### src/rtl/amm_test_sequencer.sv
// Avalon-MM traffic sequencer: issues write bursts, read bursts or writes followed by reads
// from a CSR-programmed address, keeping in-flight read bursts within the tracker depth.
module amm_test_sequencer #(
    parameter int AMM_ADDR_W      = 31,
    parameter int AMM_BURST_W     = 11,
    parameter int MAX_OUTSTANDING = 4
) (
    input  logic                   clk_i,
    input  logic                   rst_i,
    input  logic                   start_test_i,
    input  logic [1:0]             test_mode_i,
    input  logic [AMM_ADDR_W-1:0]  start_addr_i,
    input  logic [31:0]            trans_count_i,
    input  logic [AMM_BURST_W-1:0] burst_len_i,
    input  logic                   waitrequest_i,
    input  logic                   readdatavalid_i,
    output logic [AMM_ADDR_W-1:0]  address_o,
    output logic                   read_o,
    output logic                   write_o,
    output logic [AMM_BURST_W-1:0] burstcount_o,
    output logic                   wr_beat_o,
    output logic                   busy_o,
    output logic                   done_o
);

    localparam int OUT_W = $clog2(MAX_OUTSTANDING + 1);
    localparam logic [AMM_BURST_W-1:0] BURST_ZERO = {AMM_BURST_W{1'b0}};
    localparam logic [AMM_BURST_W-1:0] BURST_ONE  = AMM_BURST_W'(1);
    localparam logic [OUT_W-1:0]       OUT_ZERO   = {OUT_W{1'b0}};
    localparam logic [OUT_W-1:0]       OUT_ONE    = OUT_W'(1);
    localparam logic [OUT_W-1:0]       OUT_MAX    = OUT_W'(MAX_OUTSTANDING);

    typedef enum logic [2:0] {
        IDLE     = 3'd0,
        WR_BURST = 3'd1,
        RD_CMD   = 3'd2,
        RD_DRAIN = 3'd3,
        FINISH   = 3'd4
    } state_e;

    state_e                 state_r, state_s;
    logic [1:0]             mode_r, mode_s;
    logic [AMM_ADDR_W-1:0]  start_addr_r, start_addr_s;
    logic [AMM_ADDR_W-1:0]  addr_r, addr_s, addr_next_s;
    logic [31:0]            count_r, count_s, count_last_s;
    logic [31:0]            burst_cnt_r, burst_cnt_s;
    logic [AMM_BURST_W-1:0] len_r, len_s, len_last_s;
    logic [AMM_BURST_W-1:0] wr_beat_cnt_r, wr_beat_cnt_s;
    logic [AMM_BURST_W-1:0] rd_beat_cnt_r, rd_beat_cnt_s;
    logic [OUT_W-1:0]       outstanding_r, outstanding_s;
    logic                   busy_r, busy_s;
    logic                   done_r, done_s;
    logic                   wr_cmd_s, rd_cmd_s, cmd_s;
    logic                   wr_accept_s, rd_accept_s, rd_count_s, rd_last_s;

    // Command qualifiers only move on acceptance, so a stalled command stays put.
    assign wr_cmd_s     = (state_r == WR_BURST);
    assign rd_cmd_s     = (state_r == RD_CMD) && (outstanding_r < OUT_MAX) && (burst_cnt_r < count_r);
    assign cmd_s        = wr_cmd_s | rd_cmd_s;
    assign wr_accept_s  = wr_cmd_s & ~waitrequest_i;
    assign rd_accept_s  = rd_cmd_s & ~waitrequest_i;
    assign len_last_s   = len_r - BURST_ONE;
    assign count_last_s = count_r - 32'd1;
    assign addr_next_s  = addr_r + {{(AMM_ADDR_W-AMM_BURST_W){1'b0}}, len_r};
    assign rd_count_s   = readdatavalid_i && (state_r != IDLE) && (outstanding_r != OUT_ZERO);
    assign rd_last_s    = rd_count_s && (rd_beat_cnt_r == len_last_s);

    assign write_o      = wr_cmd_s;
    assign read_o       = rd_cmd_s;
    assign address_o    = cmd_s ? addr_r : {AMM_ADDR_W{1'b0}};
    assign burstcount_o = cmd_s ? len_r : BURST_ZERO;
    assign wr_beat_o    = wr_accept_s;
    assign busy_o       = busy_r;
    assign done_o       = done_r;

    // Next-state, counter and status computation.
    always_comb begin
        state_s       = state_r;
        mode_s        = mode_r;
        start_addr_s  = start_addr_r;
        addr_s        = addr_r;
        count_s       = count_r;
        burst_cnt_s   = burst_cnt_r;
        len_s         = len_r;
        wr_beat_cnt_s = wr_beat_cnt_r;
        rd_beat_cnt_s = rd_beat_cnt_r;
        outstanding_s = outstanding_r;
        busy_s        = busy_r;
        done_s        = 1'b0;

        if (rd_last_s) begin
            rd_beat_cnt_s = BURST_ZERO;
        end else if (rd_count_s) begin
            rd_beat_cnt_s = rd_beat_cnt_r + BURST_ONE;
        end else begin
            rd_beat_cnt_s = rd_beat_cnt_r;
        end

        case ({rd_accept_s, rd_last_s})
            2'b10:   outstanding_s = outstanding_r + OUT_ONE;
            2'b01:   outstanding_s = outstanding_r - OUT_ONE;
            default: outstanding_s = outstanding_r;
        endcase

        case (state_r)
            IDLE: begin
                if (start_test_i) begin
                    mode_s        = test_mode_i;
                    start_addr_s  = start_addr_i;
                    addr_s        = start_addr_i;
                    count_s       = trans_count_i;
                    len_s         = (burst_len_i == BURST_ZERO) ? BURST_ONE : burst_len_i;
                    burst_cnt_s   = 32'd0;
                    wr_beat_cnt_s = BURST_ZERO;
                    rd_beat_cnt_s = BURST_ZERO;
                    outstanding_s = OUT_ZERO;
                    busy_s        = 1'b1;
                    if (trans_count_i == 32'd0) begin
                        state_s = FINISH;
                    end else if (test_mode_i == 2'd1) begin
                        state_s = RD_CMD;
                    end else begin
                        state_s = WR_BURST;
                    end
                end else begin
                    state_s = IDLE;
                end
            end
            WR_BURST: begin
                if (wr_accept_s) begin
                    if (wr_beat_cnt_r == len_last_s) begin
                        wr_beat_cnt_s = BURST_ZERO;
                        burst_cnt_s   = burst_cnt_r + 32'd1;
                        addr_s        = addr_next_s;
                        if (burst_cnt_r == count_last_s) begin
                            // Write-then-read replays the same address range for the read phase.
                            if (mode_r == 2'd2) begin
                                addr_s      = start_addr_r;
                                burst_cnt_s = 32'd0;
                                state_s     = RD_CMD;
                            end else begin
                                state_s = FINISH;
                            end
                        end else begin
                            state_s = WR_BURST;
                        end
                    end else begin
                        wr_beat_cnt_s = wr_beat_cnt_r + BURST_ONE;
                    end
                end else begin
                    state_s = WR_BURST;
                end
            end
            RD_CMD: begin
                if (rd_accept_s) begin
                    burst_cnt_s = burst_cnt_r + 32'd1;
                    addr_s      = addr_next_s;
                    if (burst_cnt_r == count_last_s) begin
                        state_s = RD_DRAIN;
                    end else begin
                        state_s = RD_CMD;
                    end
                end else begin
                    state_s = RD_CMD;
                end
            end
            RD_DRAIN: begin
                if (outstanding_s == OUT_ZERO) begin
                    state_s = FINISH;
                end else begin
                    state_s = RD_DRAIN;
                end
            end
            FINISH: begin
                busy_s  = 1'b0;
                done_s  = 1'b1;
                state_s = IDLE;
            end
            default: begin
                busy_s  = 1'b0;
                state_s = IDLE;
            end
        endcase
    end

    // State and counter registers.
    always_ff @(posedge clk_i or posedge rst_i) begin
        if (rst_i) begin
            state_r       <= IDLE;
            mode_r        <= 2'd0;
            start_addr_r  <= {AMM_ADDR_W{1'b0}};
            addr_r        <= {AMM_ADDR_W{1'b0}};
            count_r       <= 32'd0;
            burst_cnt_r   <= 32'd0;
            len_r         <= BURST_ZERO;
            wr_beat_cnt_r <= BURST_ZERO;
            rd_beat_cnt_r <= BURST_ZERO;
            outstanding_r <= OUT_ZERO;
            busy_r        <= 1'b0;
            done_r        <= 1'b0;
        end else begin
            state_r       <= state_s;
            mode_r        <= mode_s;
            start_addr_r  <= start_addr_s;
            addr_r        <= addr_s;
            count_r       <= count_s;
            burst_cnt_r   <= burst_cnt_s;
            len_r         <= len_s;
            wr_beat_cnt_r <= wr_beat_cnt_s;
            rd_beat_cnt_r <= rd_beat_cnt_s;
            outstanding_r <= outstanding_s;
            busy_r        <= busy_s;
            done_r        <= done_s;
        end
    end

endmodule

### config.mk
export PLATFORM = sky130hd
export DESIGN_NAME = amm_test_sequencer
export DESIGN_NICKNAME = d
export VERILOG_FILES = /design/src/rtl/amm_test_sequencer.sv
export SDC_FILE = /design/constraint.sdc
export NUM_CORES = 1
export LEC_CHECK = 0
export ABC_CLOCK_PERIOD_IN_PS = 8600
export CORE_ASPECT_RATIO = 2
export CORE_MARGIN = 5
export CORE_UTILIZATION = 58
export DETAILED_ROUTE_END_ITERATION = 16
export HOLD_SLACK_MARGIN = 0.05
export PLACE_DENSITY = 0.81
export SYNTH_ARGS = -nofsm -noshare
export SYNTH_HDL_FRONTEND = slang
export SYNTH_SLANG_ARGS = --single-unit
export TNS_END_PERCENT = 10
### constraint.sdc
create_clock -name clk_i -period 8.6 [get_ports clk_i]
set_clock_uncertainty 0.15 [all_clocks]
set_input_delay 2.15 -clock clk_i [delete_from_list [all_inputs] [get_ports clk_i]]
set_output_delay 2.15 -clock clk_i [all_outputs]
set_load 0.02 [all_outputs]
* After elaboration in Yosys (flattened, before gate mapping)
Index checks and enable logic that the tools add are counted.
** Cells by class
- Add/subtract/negate cells :: 8
- Order comparisons :: 2
- Eq/ne operators :: 16
- Muxes and demuxes :: 42
- Bitwise logic cells :: 5
- Reduce and logical (&&, ||, !) cells :: 18
** Operators by type and width (number)
- $mux 31 :: 7
- $mux 32 :: 6
- $mux 11 :: 9
- $pmux 32 s3 :: 1
- $pmux 31 s3 :: 1
- $add 32x1->32 const B :: 1
- $eq 32x32->1 :: 1
- $logic_not 32->1 :: 1
- $lt 32x32->1 :: 1
- $sub 32x1->32 const B :: 1
- $add 31x11->31 :: 1
- $mux 3 :: 10
- $add 11x1->11 const B :: 2
- $eq 11x11->1 :: 2
- $pmux 11 s2 :: 1
- $pmux 3 s4 :: 1
- $logic_not 11->1 :: 1
- $sub 11x1->11 const B :: 1
- $reduce_bool 3->1 :: 3
- $eq 3x2->1 const B :: 2
- $logic_not 3->1 :: 2
- $ne 2x2->1 const B :: 3
- $pmux 3 s2 :: 1
- $logic_and 1x1->1 :: 5
- 20 further kinds :: 27
** Word-level totals
- Register bits after elaboration :: 169
- Bits of input ports :: 81
- Output and inout bits :: 47
- Word-level logic and storage cells :: 103

* Longest topological paths before layout
- Depth after elaboration :: 9
- Mapped depth :: 18
- Mapped depth without buffers :: 18

* Least setup slack after synthesis
Ideal clock, no wire load.
- Path type :: register to output
- From :: register count_r[19]
- To :: output address_o[10]
- Arrival :: 2.907 ns
- Required time :: 6.300 ns
- Path slack :: 3.393 ns
- Cell stages (with the launch flop) :: 12
- Path buffers :: 2
- Cells stage by stage :: dfrtp_1 clkbuf_1 inv_1 ha_1 a21oi_1 o21ai_0 a221o_1 a2111oi_0 nand2_1 nand2_1 clkbuf_1 and2_1
** On the way
- Cells in the longest elaborated chain, start to end :: 4
** Ends and longest elaborated chain
- start, declared :: line 45 : logic [31:0] count_r, count_s, count_last_s;
- start signal, assigned :: line 206 : count_r <= count_s;
- $lt 32x32->1 :: line 58 : assign rd_cmd_s = (state_r == RD_CMD) && (outstanding_r < OUT_MAX) && (burst_cnt_r < count_r);
- $logic_and 1x1->1 :: line 58
- $or 1x1->1 :: line 59 : assign cmd_s = wr_cmd_s | rd_cmd_s;
- $mux 31 :: line 70 : assign address_o = cmd_s ? addr_r : {AMM_ADDR_W{1'b0}};
- end, declared :: line 17 : output logic [AMM_ADDR_W-1:0] address_o,
Every way passes these cells.

* Worst setup path in the final report
- From :: register state_r[2]
- To :: output address_o[30]
** On the way
- Cells in the longest elaborated chain, start to end :: 5
- Elaborated cells on any way between the ends :: 6
- Those cells by class :: eq/ne (2); mux (1); bitwise (1); reduce/logical (2)
** Ends and longest elaborated chain
- start, declared :: line 41 : state_e state_r, state_s;
- start signal, assigned :: line 202 : state_r <= state_s;
- $eq 3x2->1 :: line 58
- $logic_and 1x1->1 (2 in series) :: line 58
- $or 1x1->1 (*) :: line 59
- $mux 31 (*) :: line 70
Every way passes the cells marked *; elsewhere a longest branch is shown, timed or not.

==> results.py <==
metrics = {
    "run_status": {
        "status": "complete, no violations",
    },
    "critical_path": {
        "slowest_delay_ps": 860,
        "cpMostUsedCell": "nand2_1",
        "worstSetupStartpointType": "register",
        "worstPathMaxFanout": 35,
        "cp.arrival_ps": 5290,
        "criticalPathCategory": "reg2out",
        "crit_required_ps": 6300,
        "critPathSlowestCell": "a2111oi_0",
        "r2r_cells": 9,
        "path_cells": "nor2_1 -> nand2_1 -> or3_1 -> a2111oi_0 -> nand2_1 -> nand2_1 -> and2_1 -> clkdlybuf4s50_1",
        "cp-end-kind": "output port",
    },
    "floorplanning": {
        "dieHeight_um": 212.7,
        "die_w_um": 111.4,
        "fp.coreArea_um2": 20370,
        "start_util": 0.5851,
        "rows": 74,
        "die-area_um2": 23690,
        "num_io_pins": 128,
    },
    "logic_synthesis": {
        "post-synth-top-area-fraction": 0.3549,
        "syn_area_um2": 11920,
        "ys_seq_area_frac": 0.3549,
        "yosys.area.top_type": "dfrtp_1",
        "yosys.cell_types.count": 82,
        "async_flop_share": 1.000,
        "synth_top_family_by_area": "simple AND/OR/NAND/NOR gates",
        "synth_compound_area_frac": 0.1705,
        "synth.top_cells.by_area": "dfrtp_1 (35%), nand2_1 (7.7%), ha_1 (5.1%)",
        "syn_inst": 1456,
        "synthTopCellsByCount": "nand2_1 (245), dfrtp_1 (169), nor2_1 (87), o21ai_0 (75), clkbuf_1 (68)",
        "synth_fa_ha_area_frac": 0.05480,
        "synth.avg_cell_area_um2": 8.185,
        "syn_nets": 1588,
        "synth_edf_count": 0,
        "synth_warnings": 0,
        "synth-xor-area-share": 0.08168,
        "muxShareOfSynthArea": 0.008609,
        "synth_top_flop_cell": "dfrtp_1",
        "synthSimpleGateAreaFrac": 0.2771,
        "synth-seq-cells": 169,
        "synth_most_common_cell": "nand2_1",
    },
    "sta": {
        "relSlewSlack": 0.08939,
        "rsz0062_at_grt": "false",
        "max_freq_mhz": 131.7,
        "fin_crit_ps": 7591,
        "tightest_slew_ps": 1353,
        "fin_crit_sh": 0.8827,
        "setup_viol": 0,
        "final_max_slew_viol_count": 0,
        "tns_ps": 0,
        "hold_viol_final": 0,
    },
    "drt": {
        "wl_per_cell_um": 21.23,
        "routed_wl_mm": 38.45,
        "via_per_inst": 6.479,
        "num_vias": 11730,
        "initialDrtViolationCount": 906,
        "drt_first_pass_iters": 5,
        "drc": 0,
        "ant_nets": 0,
    },
    "clock_network": {
        "cts_tree": "done",
        "cts_inserted_buffers": 17,
        "post_cts_resized": 0,
        "cts.clk_slew.worst_paths_ps": 60,
        "clk_latency_ps": 440,
        "cts_max_level": 4,
        "clock_path_buffers": 2,
        "hold_buffers": 0,
        "cts_root_buf": "clkbuf_16",
        "clock_sinks": 169,
        "postCtsSetupBuffers": 0,
    },
    "cells_and_area": {
        "syn_to_final_growth_pct": 16.06,
        "post_route_cells_drive_above_1_share": 0.04725,
        "finalNetCount": 1664,
        "stdcell_area_um2": 13830,
        "diodes": 0,
    },
    "global_routing": {
        "grt_pass1_vias": 11970,
        "grtUsageTotal": 0.3236,
        "antenna_found_initial": 0,
        "grt_max_degree": 108,
        "grt_first_pass_wirelength_mm": 60.80,
        "overflow": 0,
    },
    "power_and_ir_drop": {
        "p_per_area_nw_per_um2": 298.2,
        "peakVddDrop_v": 0.0002458,
        "p_leak_nw": 5.780,
    },
    "placement": {
        "dpl.hpwl_mm": 28.28,
        "io_buffers": 127,
        "place_congestion": 0.9364,
        "place_area_um2": 13250,
    },
    "worst_hold_path": {
        "min_path_type": "reg2reg",
        "holdPathStages": 2,
    },
    "job": {
        "cap_viol_max_count": 0,
    },
}
[area by class of cell]
type | count | area, um2
Clock buffer | 24 | 491.7
Fill cell | 1682 | 6538
Tap cell | 266 | 332.8
Inverter | 65 | 249.0
Sequential cell | 169 | 4229
Multi-Input combinational cell | 1141 | 7083
Timing Repair Buffer | 138 | 1354
Clock inverter | 8 | 92.59
[worst paths after layout]
| kind | startpoint | to | slack [ps] |
|---|---|---|---|
| worst min register to register | start_addr_r[22]$_DFFE_PP0P_ | start_addr_r[22]$_DFFE_PP0P_ | 320 |
| worst max-delay path | state_r[2]$_DFFE_PP0P_ | address_o[30] | 1010 |
| min in group asynchronous | rst_i | count_r[31]$_DFFE_PP0P_ | 2140 |
| worst max register to register | count_r[5]$_DFFE_PP0P_ | addr_r[14]$_DFFE_PP0P_ | 2980 |
| max in group asynchronous | rst_i | start_addr_r[8]$_DFFE_PP0P_ | 4640 |
| worst min-delay path | start_addr_r[22]$_DFFE_PP0P_ | start_addr_r[22]$_DFFE_PP0P_ | 320 |
[report_power, final]
part	internal, mW	switching, mW	leakage (nW)	total [mW]
Sequential	1.04	0.373	2.09	1.42
Combinational	0.848	1.09	3.40	1.93
Clock	0.456	0.318	0.290	0.774
Total	2.35	1.78	5.78	4.12
[worst max-delay path: cells and delay by family, from the launching register on]
| kind | cells | cell delay, ps |
|---|---|---|
| simple gates | 6 | 2880 |
| compound gates | 1 | 860 |
| buf+inv | 1 | 630 |
| flops | 1 | 470 |
[registers in the layout, summed over array words and instances (netlist names)]
name	count
outstanding_r	3
state_r	3
len_r	11
addr_r	31
start_addr_r	31
busy_o	1
burst_cnt_r	32
count_r	32
mode_r	2
done_o	1
rd_beat_cnt_r	11
wr_beat_cnt_r	11
[layer usage]
metal  vias up  GRT usage  routed length, um  part of all wire
met1      5699     0.3216              13070              0.34
met3       175    0.05814               1965             0.051
met4         0     0.2495               3092             0.080
met2       492     0.5902              20320              0.53
li1       5368          -                  -                 -
met5         -          0                  0                 0
[cells by family after synthesis]
logic type      count (synthesis)
xor+xnor                      108
simple gates                  665
buf+inv                       146
flops                         169
compound gates                307
mux                            10
fa+ha+maj                      51
[stage by stage]
step / utilization / total power, mW / hold WS [ps] / std cells / setup WS (ps)
global route: 0.6791 / 4.398 / 339.4 / 1811 / 714.3
detailed placement: 0.6504 / 3.315 / 304.5 / 1779 / 1713
finish: 0.6791 / 4.125 / 319.5 / 1811 / 1009
floorplan: - / 2.683 / 287.4 / 1456 / 1725
global placement: 0.6504 / 3.261 / 298.6 / 1779 / 1916
CTS: 0.6791 / 4.103 / 319.8 / 1811 / 1255
[cells in the final DEF, fill, tap and decap left out, types with 39 or more instances in the layout]
cell             count
nand2_1            244
dfrtp_1            169
clkdlybuf4s50_1    127
nor2_1              86
o21ai_0             75
xnor2_1             64
inv_1               63
a21oi_1             60
nand3_1             60
nor3_1              52
ha_1                49
and2_1              47
xor2_1              42
nand4_1             39
Power figures use the tool's default switching activity.
==> patch: new RTL, same settings <==
`AMM_BURST_W`: 11 -> 22.
--- a/src/rtl/amm_test_sequencer.sv
+++ b/src/rtl/amm_test_sequencer.sv
@@ -2,7 +2,7 @@
 // from a CSR-programmed address, keeping in-flight read bursts within the tracker depth.
 module amm_test_sequencer #(
     parameter int AMM_ADDR_W      = 31,
-    parameter int AMM_BURST_W     = 11,
+    parameter int AMM_BURST_W     = 22,
     parameter int MAX_OUTSTANDING = 4
 ) (
     input  logic                   clk_i,
Ports: changed (resized burst_len_i and burstcount_o); port bits go from 128 to 150. No check against the original RTL was run, so the function may have changed too.
==> patch against the unedited design <==
Non-clock buffer count up 28; combinational power increased by 74%; area after synthesis rose by 21%; sequential cell count is 33 higher; design area up 22%; total power rose by 47%; wire length increased by 40%; global-route usage up 5.5 points; setup slack better by 820 ps.
==> patch: results (changes against the unedited design) <==
RUN STATUS
----------------------------------------------------------------------
Run status                                                finished, final reports clean

WORST SETUP PATH
----------------------------------------------------------------------
Cell with the largest stage delay on the worst path       sky130_fd_sc_hd__nand2b_2
Destination of the critical timing path                   address_o[12]
Reg-to-reg slack, setup                                        2500 ps   -480 ps

CLOCK TREE
----------------------------------------------------------------------
Skew-Pair Late Insertion Delay                                  520 ps   +80 ps
Inserted Clock Buffers                                              20   +3

LOGIC SYNTHESIS
----------------------------------------------------------------------
Leading post-synthesis cells by cell area                 sky130_fd_sc_hd__dfrtp_1 35%, sky130_fd_sc_hd__nand2_1 7.1%, sky130_fd_sc_hd__xnor2_1 6.2%
Fraction of synthesized area in multiplexers                     1.57%   +0.71 points
Fraction of the mapped netlist area in compound gates            15.5%   -1.5 points
Count of state elements after synthesis                            202   +20%
Cell area after technology mapping                         14500 sq um   +21%

HOLD PATH
----------------------------------------------------------------------
Worst Min Path Start                                      start_addr_r[8]

ROUTING
----------------------------------------------------------------------
DR vias/cell                                                      6.52   +0.56%
Total met3 wirelength after detailed routing                   2690 um   +37%
Total number of vias                                             14.3k   +22%
Number of iterations in the first detailed-routing pass              6   +1
M1 wire length                                                17000 um   +30%

FINAL LAYOUT
----------------------------------------------------------------------
Number of clock buffers in the layout                               28   +17%
Multi-In Gates                                                    1392   +22%
Ratio of cells with drive above 1 in the final layout            5.36%   +0.63 points
Fill count                                                        2008   +19%
Non-clock buffer share of cell area                              9.61%   -0.18 points

PLACED DESIGN
----------------------------------------------------------------------
Minimum setup slack after placement                            2130 ps   +418 ps
Placed cells                                                      2164   +22%

GLOBAL ROUTE
----------------------------------------------------------------------
Met2 usage                                                       69.7%   +11 points
Via count of the first global-routing pass                       14.7k   +23%
First-pass GRT wire length                                    82100 um   +35%

STA
----------------------------------------------------------------------
Hold_ws                                                         326 ps   +6.20 ps
Part of the cycle the worst path needs                           78.7%   -9.5 points

POWER AND IR DROP
----------------------------------------------------------------------
Maximum vdd drop                                              0.223 mV   -9.2%

[patch: cell count changes in the layout (fill, tap and decap cells not counted), moves of 12 or more]
cell                              unedited run  this run
sky130_fd_sc_hd__o21ai_0                    75        90
sky130_fd_sc_hd__xnor2_1                    64       103
sky130_fd_sc_hd__mux2_2                      2        14
sky130_fd_sc_hd__o211ai_1                   25        11
sky130_fd_sc_hd__a22o_1                      0        12
sky130_fd_sc_hd__and2_1                     47        65
sky130_fd_sc_hd__xor2_1                     42        61
sky130_fd_sc_hd__nor2_1                     86       156
sky130_fd_sc_hd__or4_1                       4        17
sky130_fd_sc_hd__a31oi_1                    26        13
sky130_fd_sc_hd__nand2_1                   244       273
sky130_fd_sc_hd__clkdlybuf4s50_1           127       149
sky130_fd_sc_hd__dfrtp_1                   169       202
